===== config.mk =====
export PLATFORM = sky130hd
export DESIGN_NAME = freq_meter
export DESIGN_NICKNAME = d
export VERILOG_FILES = /design/src/rtl/freq_meter.sv
export SDC_FILE = /design/constraint.sdc
export NUM_CORES = 1
export LEC_CHECK = 0
export CORE_ASPECT_RATIO = 0.75
export CORE_MARGIN = 5
export CORE_UTILIZATION = 62
export DETAILED_ROUTE_END_ITERATION = 8
export PLACE_DENSITY = 0.85
export SYNTH_ARGS = -nofsm -noshare
export SYNTH_HDL_FRONTEND = slang
export SYNTH_SLANG_ARGS = --single-unit

===== constraint.sdc =====
create_clock -name clk -period 7.5 [get_ports clk]
set_clock_uncertainty 0.2 [all_clocks]
set_input_delay 0.75 -clock clk [delete_from_list [all_inputs] [get_ports clk]]
set_output_delay 0.75 -clock clk [all_outputs]
set_load 0.01 [all_outputs]

===== src/rtl/freq_meter.sv =====
// freq_meter
//   Measures a slow, asynchronous square wave against clk. Two independent
//   results are produced:
//     - period : clk cycles between consecutive rising edges of sig_in
//     - freq   : rising edges counted over a gate window selected by SW
//                (with the default gate of CLK_HZ cycles this reads in Hz)
//   A watchdog raises no_signal when no edge is seen for TIMEOUT_CYCLES.
//
// Ports
//   clk          system clock, rising-edge logic only
//   rst_n        asynchronous active-low reset
//   sig_in       signal under measurement (asynchronous to clk)
//   SW[2:0]      gate select: 3'b010 = 1_000, 3'b100 = 100_000,
//                anything else = CLK_HZ cycles
//   period       last measured period in clk cycles
//   period_valid one-cycle pulse when period updates
//   freq         edge count of the last complete gate window
//   freq_valid   one-cycle pulse when freq updates
//   no_signal    high while sig_in is considered absent
//
// Period FSM states
//   state      | meaning
//   WAIT_FIRST | no reference edge yet; next edge only starts a measurement
//   MEASURE    | reference edge seen; next edge reports pcnt as the period

module freq_meter #(
  parameter int unsigned CLK_HZ         = 100_000_000,
  parameter int unsigned SYNC_STAGES    = 2,
  parameter int unsigned TIMEOUT_CYCLES = 200_000_000,
  parameter int unsigned WIDTH          = 32
) (
  input  logic             clk,
  input  logic             rst_n,
  input  logic             sig_in,
  input  logic [2:0]       SW,
  output logic [WIDTH-1:0] period,
  output logic             period_valid,
  output logic [WIDTH-1:0] freq,
  output logic             freq_valid,
  output logic             no_signal
);

  localparam logic [WIDTH-1:0] ONE       = WIDTH'(1);
  localparam logic [WIDTH-1:0] TIMEOUT_W = WIDTH'(TIMEOUT_CYCLES);
  localparam logic [WIDTH-1:0] GATE_1K   = WIDTH'(1_000);
  localparam logic [WIDTH-1:0] GATE_100K = WIDTH'(100_000);
  localparam logic [WIDTH-1:0] GATE_DEF  = WIDTH'(CLK_HZ);
  localparam logic [WIDTH-1:0] CNT_MAX   = '1;

  typedef enum logic {
    WAIT_FIRST = 1'b0,
    MEASURE    = 1'b1
  } state_t;

  // ------------------------------------------------------------------
  // Input path: synchronizer, one extra register, rising-edge detect
  // ------------------------------------------------------------------
  logic [SYNC_STAGES-1:0] sync_q, sync_d;
  logic                   prev_q, prev_d;
  logic                   sync_out;
  logic                   rise;

  always_comb begin
    sync_d   = {sync_q[SYNC_STAGES-2:0], sig_in};
    sync_out = sync_q[SYNC_STAGES-1];
    prev_d   = sync_out;
    rise     = sync_out & ~prev_q;
  end

  always_ff @(posedge clk or negedge rst_n) begin
    if (!rst_n) begin
      sync_q <= '0;
      prev_q <= 1'b0;
    end else begin
      sync_q <= sync_d;
      prev_q <= prev_d;
    end
  end

  // ------------------------------------------------------------------
  // Period path
  // ------------------------------------------------------------------
  state_t           state_q, state_d;
  logic [WIDTH-1:0] pcnt_q, pcnt_d;
  logic [WIDTH-1:0] period_q, period_d;
  logic             period_valid_q, period_valid_d;
  logic             no_signal_q, no_signal_d;

  always_comb begin
    state_d        = state_q;
    period_d       = period_q;
    period_valid_d = 1'b0;
    no_signal_d    = no_signal_q;
    // Saturate at the timeout value so an idle input never wraps the count.
    pcnt_d         = (pcnt_q >= TIMEOUT_W) ? pcnt_q : pcnt_q + ONE;

    case (state_q)
      WAIT_FIRST: begin
        if (rise) begin
          pcnt_d      = ONE;
          state_d     = MEASURE;
          no_signal_d = 1'b0;
        end
      end
      MEASURE: begin
        if (rise) begin
          period_d       = pcnt_q;
          period_valid_d = 1'b1;
          pcnt_d         = ONE;
        end
      end
      default: begin
        state_d = WAIT_FIRST;
      end
    endcase

    // An edge coinciding with the timeout wins; the timeout is skipped.
    if (!rise && (pcnt_q >= TIMEOUT_W)) begin
      no_signal_d = 1'b1;
      period_d    = '0;
      state_d     = WAIT_FIRST;
    end
  end

  always_ff @(posedge clk or negedge rst_n) begin
    if (!rst_n) begin
      state_q        <= WAIT_FIRST;
      pcnt_q         <= '0;
      period_q       <= '0;
      period_valid_q <= 1'b0;
      no_signal_q    <= 1'b0;
    end else begin
      state_q        <= state_d;
      pcnt_q         <= pcnt_d;
      period_q       <= period_d;
      period_valid_q <= period_valid_d;
      no_signal_q    <= no_signal_d;
    end
  end

  // ------------------------------------------------------------------
  // Gate path
  // ------------------------------------------------------------------
  logic [2:0]       sw_q, sw_d;
  logic             sw_seen_q, sw_seen_d;
  logic             sw_change;
  logic [WIDTH-1:0] gate_len;
  logic [WIDTH-1:0] gate_last;
  logic [WIDTH-1:0] gcnt_q, gcnt_d;
  logic [WIDTH-1:0] ecnt_q, ecnt_d;
  logic [WIDTH-1:0] ecnt_sum;
  logic [WIDTH-1:0] freq_q, freq_d;
  logic             freq_valid_q, freq_valid_d;

  always_comb begin
    case (sw_q)
      3'b010:  gate_len = GATE_1K;
      3'b100:  gate_len = GATE_100K;
      default: gate_len = GATE_DEF;
    endcase
    gate_last = gate_len - ONE;
  end

  // The first sample after reset loads the switch without counting as a
  // change, so the first window starts cleanly at gcnt = 0.
  always_comb begin
    sw_d      = SW;
    sw_seen_d = 1'b1;
    sw_change = sw_seen_q && (SW != sw_q);
  end

  always_comb begin
    gcnt_d       = gcnt_q + ONE;
    ecnt_d       = ecnt_q;
    freq_d       = freq_q;
    freq_valid_d = 1'b0;
    // An edge in the closing cycle belongs to the closing window.
    ecnt_sum     = (rise && (ecnt_q != CNT_MAX)) ? ecnt_q + ONE : ecnt_q;

    if (sw_change) begin
      gcnt_d = '0;
      ecnt_d = '0;
    end else if (gcnt_q >= gate_last) begin
      freq_d       = ecnt_sum;
      freq_valid_d = 1'b1;
      gcnt_d       = '0;
      ecnt_d       = '0;
    end else begin
      ecnt_d = ecnt_sum;
    end
  end

  always_ff @(posedge clk or negedge rst_n) begin
    if (!rst_n) begin
      sw_q         <= 3'b000;
      sw_seen_q    <= 1'b0;
      gcnt_q       <= '0;
      ecnt_q       <= '0;
      freq_q       <= '0;
      freq_valid_q <= 1'b0;
    end else begin
      sw_q         <= sw_d;
      sw_seen_q    <= sw_seen_d;
      gcnt_q       <= gcnt_d;
      ecnt_q       <= ecnt_d;
      freq_q       <= freq_d;
      freq_valid_q <= freq_valid_d;
    end
  end

  assign period       = period_q;
  assign period_valid = period_valid_q;
  assign freq         = freq_q;
  assign freq_valid   = freq_valid_q;
  assign no_signal    = no_signal_q;

endmodule


======== Word level (Yosys, flattened, before mapping) ========
Index checks and enable logic that the tools add are counted.
storage, ports and cells
  flip-flop bits (word level) ............. 171
  word-level logic and storage cells ...... 57
operators by class
  mux-type cells .......................... 20
  reductions and logical operators ........ 9
  add/sub/neg operators ................... 4
  bitwise logic cells ..................... 3
  order comparisons ....................... 2
  eq/ne operators ......................... 6
operators by type and width
  operator                                                count
  2-to-1 mux 32 bit                                       10
  adder 32 x 1 -> 32 bit (second input constant)          3
  case mux 27 bit (2 select lines)                        1
  >= comparator 32 x 28 -> 1 bit (second input constant)  1
  >= comparator 32 bit                                    1
  != test 32 bit (second input constant)                  1
  subtractor 32 x 1 -> 32 bit (second input constant)     1
  2-to-1 mux 1 bit                                        9
  AND reduction 2 bit                                     3
  nonzero test 2 bit                                      2
  == test 3 x 2 -> 1 bit (second input constant)          1
  == test 3 bit (second input constant)                   1
  logical AND 1 bit                                       3
  != test 3 bit                                           1
  != test 2 x 1 -> 1 bit (second input constant)          1
  != test 2 bit (second input constant)                   1
  inverter 1 bit                                          2
  bitwise AND 1 bit                                       1
  zero test 1 bit                                         1

======== Longest topological paths before layout ========
  depth in word-level cells ............... 6
  gate-level depth with buffers ........... 13

======== Worst setup path before layout ========
Ideal clock, no wire load.
  kind .................................... register to register
  start point ............................. register sw_q[0]
  end point ............................... register freq_q[9] (netlist: freq[9])
  data arrival time ....................... 2527 ps
  period minus slack after synthesis ...... 2808 ps
  slack ................................... 4692 ps
  data required time ...................... 7218 ps
  path buffers ............................ 1
  stages on the path, launching flop included .. 12
  cells stage by stage .................... dfrtp_1 nor2_1 nand2_1 nand2_1 ha_1 a211oi_1 nor2_1 a211oi_1 o21ai_0 a21oi_1 buf_2 mux2i_1
between the ends
  word-level cells in the longest chain between the ends .. 5
  elaborated cells between the ends (all ways) .. 9
ends and longest elaborated chain
  what                                                            line  source
  start, declared                                                 144   logic [2:0] sw_q, sw_d;
  start signal, assigned                                          202   sw_q <= sw_d;
  == test 3 bit / == test 3 x 2 -> 1 bit (equally long branches)  156   case (sw_q)
  case mux 27 bit (2 select lines)                                156
  subtractor 32 x 1 -> 32 bit                                     161   gate_last = gate_len - ONE;
  >= comparator 32 bit                                            183   end else if (gcnt_q >= gate_last) begin
  AND reduction 2 bit (no source line) *                          -
  end signal, assigned                                            206   freq_q <= freq_d;
  end, declared                                                   152   logic [WIDTH-1:0] freq_q, freq_d;
Mark *: on every way between the ends. The rest lies on a longest branch, timed or not.
A chain may end at the register's enable or synchronous reset.

======== Worst setup path in the final report ========
  start point ............................. register sw_q[0]
  end point ............................... register ecnt_q[23]
between the ends
  word-level cells in the longest chain between the ends .. 6
  elaborated cells between the ends (all ways) .. 9
ends and longest elaborated chain
  what                                                            line  source
  == test 3 bit / == test 3 x 2 -> 1 bit (equally long branches)  156
  case mux 27 bit (2 select lines)                                156
  subtractor 32 x 1 -> 32 bit                                     161
  >= comparator 32 bit                                            183
  2-to-1 mux 32 bit                                               183
  2-to-1 mux 32 bit *                                             180   if (sw_change) begin
  via ecnt_d[23]                                                  150   logic [WIDTH-1:0] ecnt_q, ecnt_d;
  end signal, assigned                                            205   ecnt_q <= ecnt_d;
  end, declared                                                   150
Mark *: on every way through the listed nets, which the timed path passes. The rest lies on a longest branch.

==> summary.md <==
| Metric | Value |
|---|---|
| DP HPWL | `12,080 um` |
| Tightest Hold Check Type | `reg -> reg` |
| Worst slew pin tran | `1289 ps` |
| Psw | `0.4605 mW` |
| Clock Power Share | `45.5%` |
| Total die area | `15,380 um^2` |
| 1st-iter DRT viols | `697` |
| Arr. time, crit path | `3750 ps` |
| Max Slew Vio Count | `0` |
| Worst flop-to-flop path endpoint | `ecnt_q[23]$_DFF_PN0_` |
| Post-route ant nets | `0` |
| RSZ-0062 raised after global routing | `no` |
| Nature of the critical path startpoint | `register` |
| Synth Cell Area | `8044 um^2` |
| WL per Instance | `17.65 um` |
| Slew margin rel. | `14.06%` |
| CTS tree | `built` |
| Die Span X | `141.5 um` |
| Vias in the first global route | `6,425` |
| Final hold vios | `0` |
| Met3 WL | `909 um` |
| Clk Tree Root Cell | `clkbuf_16` |
| CTS resizes | `0` |
| Cell variety after synth | `48` |
| Worst hold path depth | `0` |
| Sw Share | `23.15%` |
| Cts bufs inserted | `17` |
| Hold EP | `sync_q[1]$_DFF_PN0_` |
| TNS Setup | `0 ps` |
| Core area | `12,840 um^2` |
| Crit path max fanout | `61` |
| Total Wirelength | `18,220 um` |
| DIE HEIGHT | `108.6 um` |
| Area added between synthesis and finish | `19.19%` |
| Gr ovfl total | `0` |
| Row count | `36` |
| Design Area, Final | `9588 um^2` |
| Worst Path Required | `7630 ps` |
| Drt drc | `0` |
| Synth async-reset ratio | `100.0%` |
| Seq/Total Area, Yosys | `53.20%` |
| Power share of the sequential group | `48.4%` |
| Finish-stage setup viols | `0` |
| Post-CTS Setup Bufs | `0` |
| Number of flops mapped to enable cells by yosys | `0` |
| Worst Hold Launch | `sync_q[0]$_DFF_PN0_` |
| R2r setup slk | `3880 ps` |
| Synth Area per Inst | `10.49 um^2` |
| Clock slew at reported path FFs | `60 ps` |
| Clk sinks | `171` |
| Crit. End Element | `register` |
| PD cells | `207.5 nW/um^2` |
| Minimum clock period | `3623 ps` |
| Worst R2R Path Depth | `10` |
| Buffers on Ports | `72` |
| Filler cells | `833` |
| Combinational share of power | `6.1%` |
| Final period util | `48.31%` |
| Status | `completed` |
| Hold Buf Count CTS | `0` |
| GP Congestion | `0.8945` |
| H-tree Lvls | `4` |
| Leak | `4.222 nW` |
| Max-Cap Viols | `0` |
| Vias/cell | `5.978` |
| Share of cells above drive strength 1 | `5.575%` |
| Detailed-route via count | `6,169` |
| Antenna cells | `0` |
| Worst reg2reg path startpoint | `sw_q[0]$_DFF_PN0_` |
| Peak Freq | `276.0 MHz` |
| Skew-Pair Late Insertion Delay | `430 ps` |
| Maximum vdd drop | `161.6 uV` |
| Initial antenna violation count | `0` |
| Nets | `884` |
| Reg area | `4279 um^2` |
| P_int | `1.529 mW` |
| Cells after Synth | `767` |
| Largest net degree at the start of global routing | `98` |
| Starting Density | `62.66%` |
| TritonRoute pass-1 iters | `5` |
| CTS Buffer Depth | `2` |
| Synth Register Bits | `171` |
| Critical path type | `reg -> reg` |
| WL met1 | `7926 um` |
| DP Area | `8980 um^2` |
| Area of the multi-input gates | `3551 um^2` |
| Top sig layer | `met4` |
| Synth Warn # | `0` |
| Main flop type after synthesis | `dfrtp_1` |
| GRT Total Usage | `25.04%` |
| # IOs | `73` |
| First-pass GRT wire length | `31,060 um` |
| DR WL met2 | `9107 um` |
power by group through the flow:
stage	combinational [mW]	clock, mW	sequential (mW)
global placement	0.118	0	0.979
CTS	0.124	0.913	0.963
floorplan	0.0627	0	0.980
finish	0.122	0.905	0.963
detailed placement	0.124	0	0.980
global route	0.137	0.956	0.966
metal layers:
metal  vias to the layer above  track usage [%]
met5                         -                0
li1                       2828                -
met1                      3081            33.41
met2                       224            41.78
met3                        36            5.480
met4                         0            7.466
metrics by stage:
stage | setup WS [ps] | power (mW) | std cells | hold WS [ps] | utilization, %
floorplan | 4692 | 1.043 | 776 | 131.2 | -
global placement | 4087 | 1.098 | 1001 | 168.4 | 69.95
detailed placement | 3975 | 1.104 | 1001 | 167.4 | 69.95
CTS | 3947 | 2.000 | 1032 | 182.5 | 74.69
global route | 3690 | 2.059 | 1032 | 192.3 | 74.69
finish | 3877 | 1.989 | 1032 | 181.7 | 74.69
placed cells by master, fill, tap and decap left out, drive strengths merged, types with 17 or more instances in the layout:
cell type	Yosys	routed
mux2i	32	32
clkbuf	21	18
a21oi	21	21
dfrtp	171	171
xor2	36	36
clkdlybuf4s50	0	71
a22o	33	33
xnor2	40	40
nand2	48	48
inv	45	47
nor2	108	108
nand4	25	25
o21ai	17	17
nand3	34	34
ha	29	29
Yosys cell counts, drive strengths merged, types with 25 or more instances:
cell type	instances	share of area (%)
dfrtp	171	53
nor2	108	5.0
nand2	48	2.2
inv	45	2.1
xnor2	40	4.4
xor2	36	3.9
nand3	34	2.1
a22o	33	3.6
mux2i	32	4.0
ha	29	4.5
nand4	25	1.9
critical path: stages (launching register included):
cell and delay (ps):
dfrtp_1 410, nor2_1 110, nand2_1 120, nand2_1 320, ha_1 320, a211oi_1 200
nor2_1 70, a211oi_1 240, o21ai_0 220, or3b_2 980, nor2_1 320
cell type report:
type | count | area share, %
multi-input cells | 536 | 37.04
inverters | 45 | 1.762
clock inverters | 13 | 1.762
repair buffers | 78 | 7.999
well taps | 171 | 2.231
clock buffers | 18 | 4.580
flip-flops and latches | 171 | 44.63
flip-flops by register name, summed over array words and instances, names as in the netlist:
name,cells
ecnt_q,32
freq,32
gcnt_q,32
pcnt_q,32
period,32
sw_q,3
sync_q,2
freq_valid,1
no_signal,1
period_valid,1
prev_q,1
state_q,1
sw_seen_q,1
worst max-delay path by stage:
stage               cells past startpoint              endpoint               from  slack, ps
finish                                 10  ecnt_q[23]$_DFF_PN0_  sw_q[0]$_DFF_PN0_       3880
global route                           11  ecnt_q[16]$_DFF_PN0_  sw_q[0]$_DFF_PN0_       3690
CTS                                    10  ecnt_q[23]$_DFF_PN0_  sw_q[0]$_DFF_PN0_       3950
detailed placement                      9  gcnt_q[13]$_DFF_PN0_  sw_q[0]$_DFF_PN0_       3970
global placement                        5   ecnt_q[8]$_DFF_PN0_              SW[1]       4090
floorplan                              11   freq[9]$_DFFE_PN0P_  sw_q[0]$_DFF_PN0_       4690
kinds of logic after synthesis:
| kind of cell | count (synthesis) | share of synthesized area, % |
|---|---|---|
| AOI/OAI and AO/OA | 92 | 8.151 |
| xor gates and xnor gates | 76 | 8.275 |
| other | 2 | 0.09336 |
| and+or+nand+nor | 295 | 18.39 |
| buffers and inverters | 69 | 3.266 |
| muxes | 33 | 4.122 |
| DFF | 171 | 53.20 |
| adders and majority gates | 29 | 4.511 |
Power figures use the tool's default switching activity.
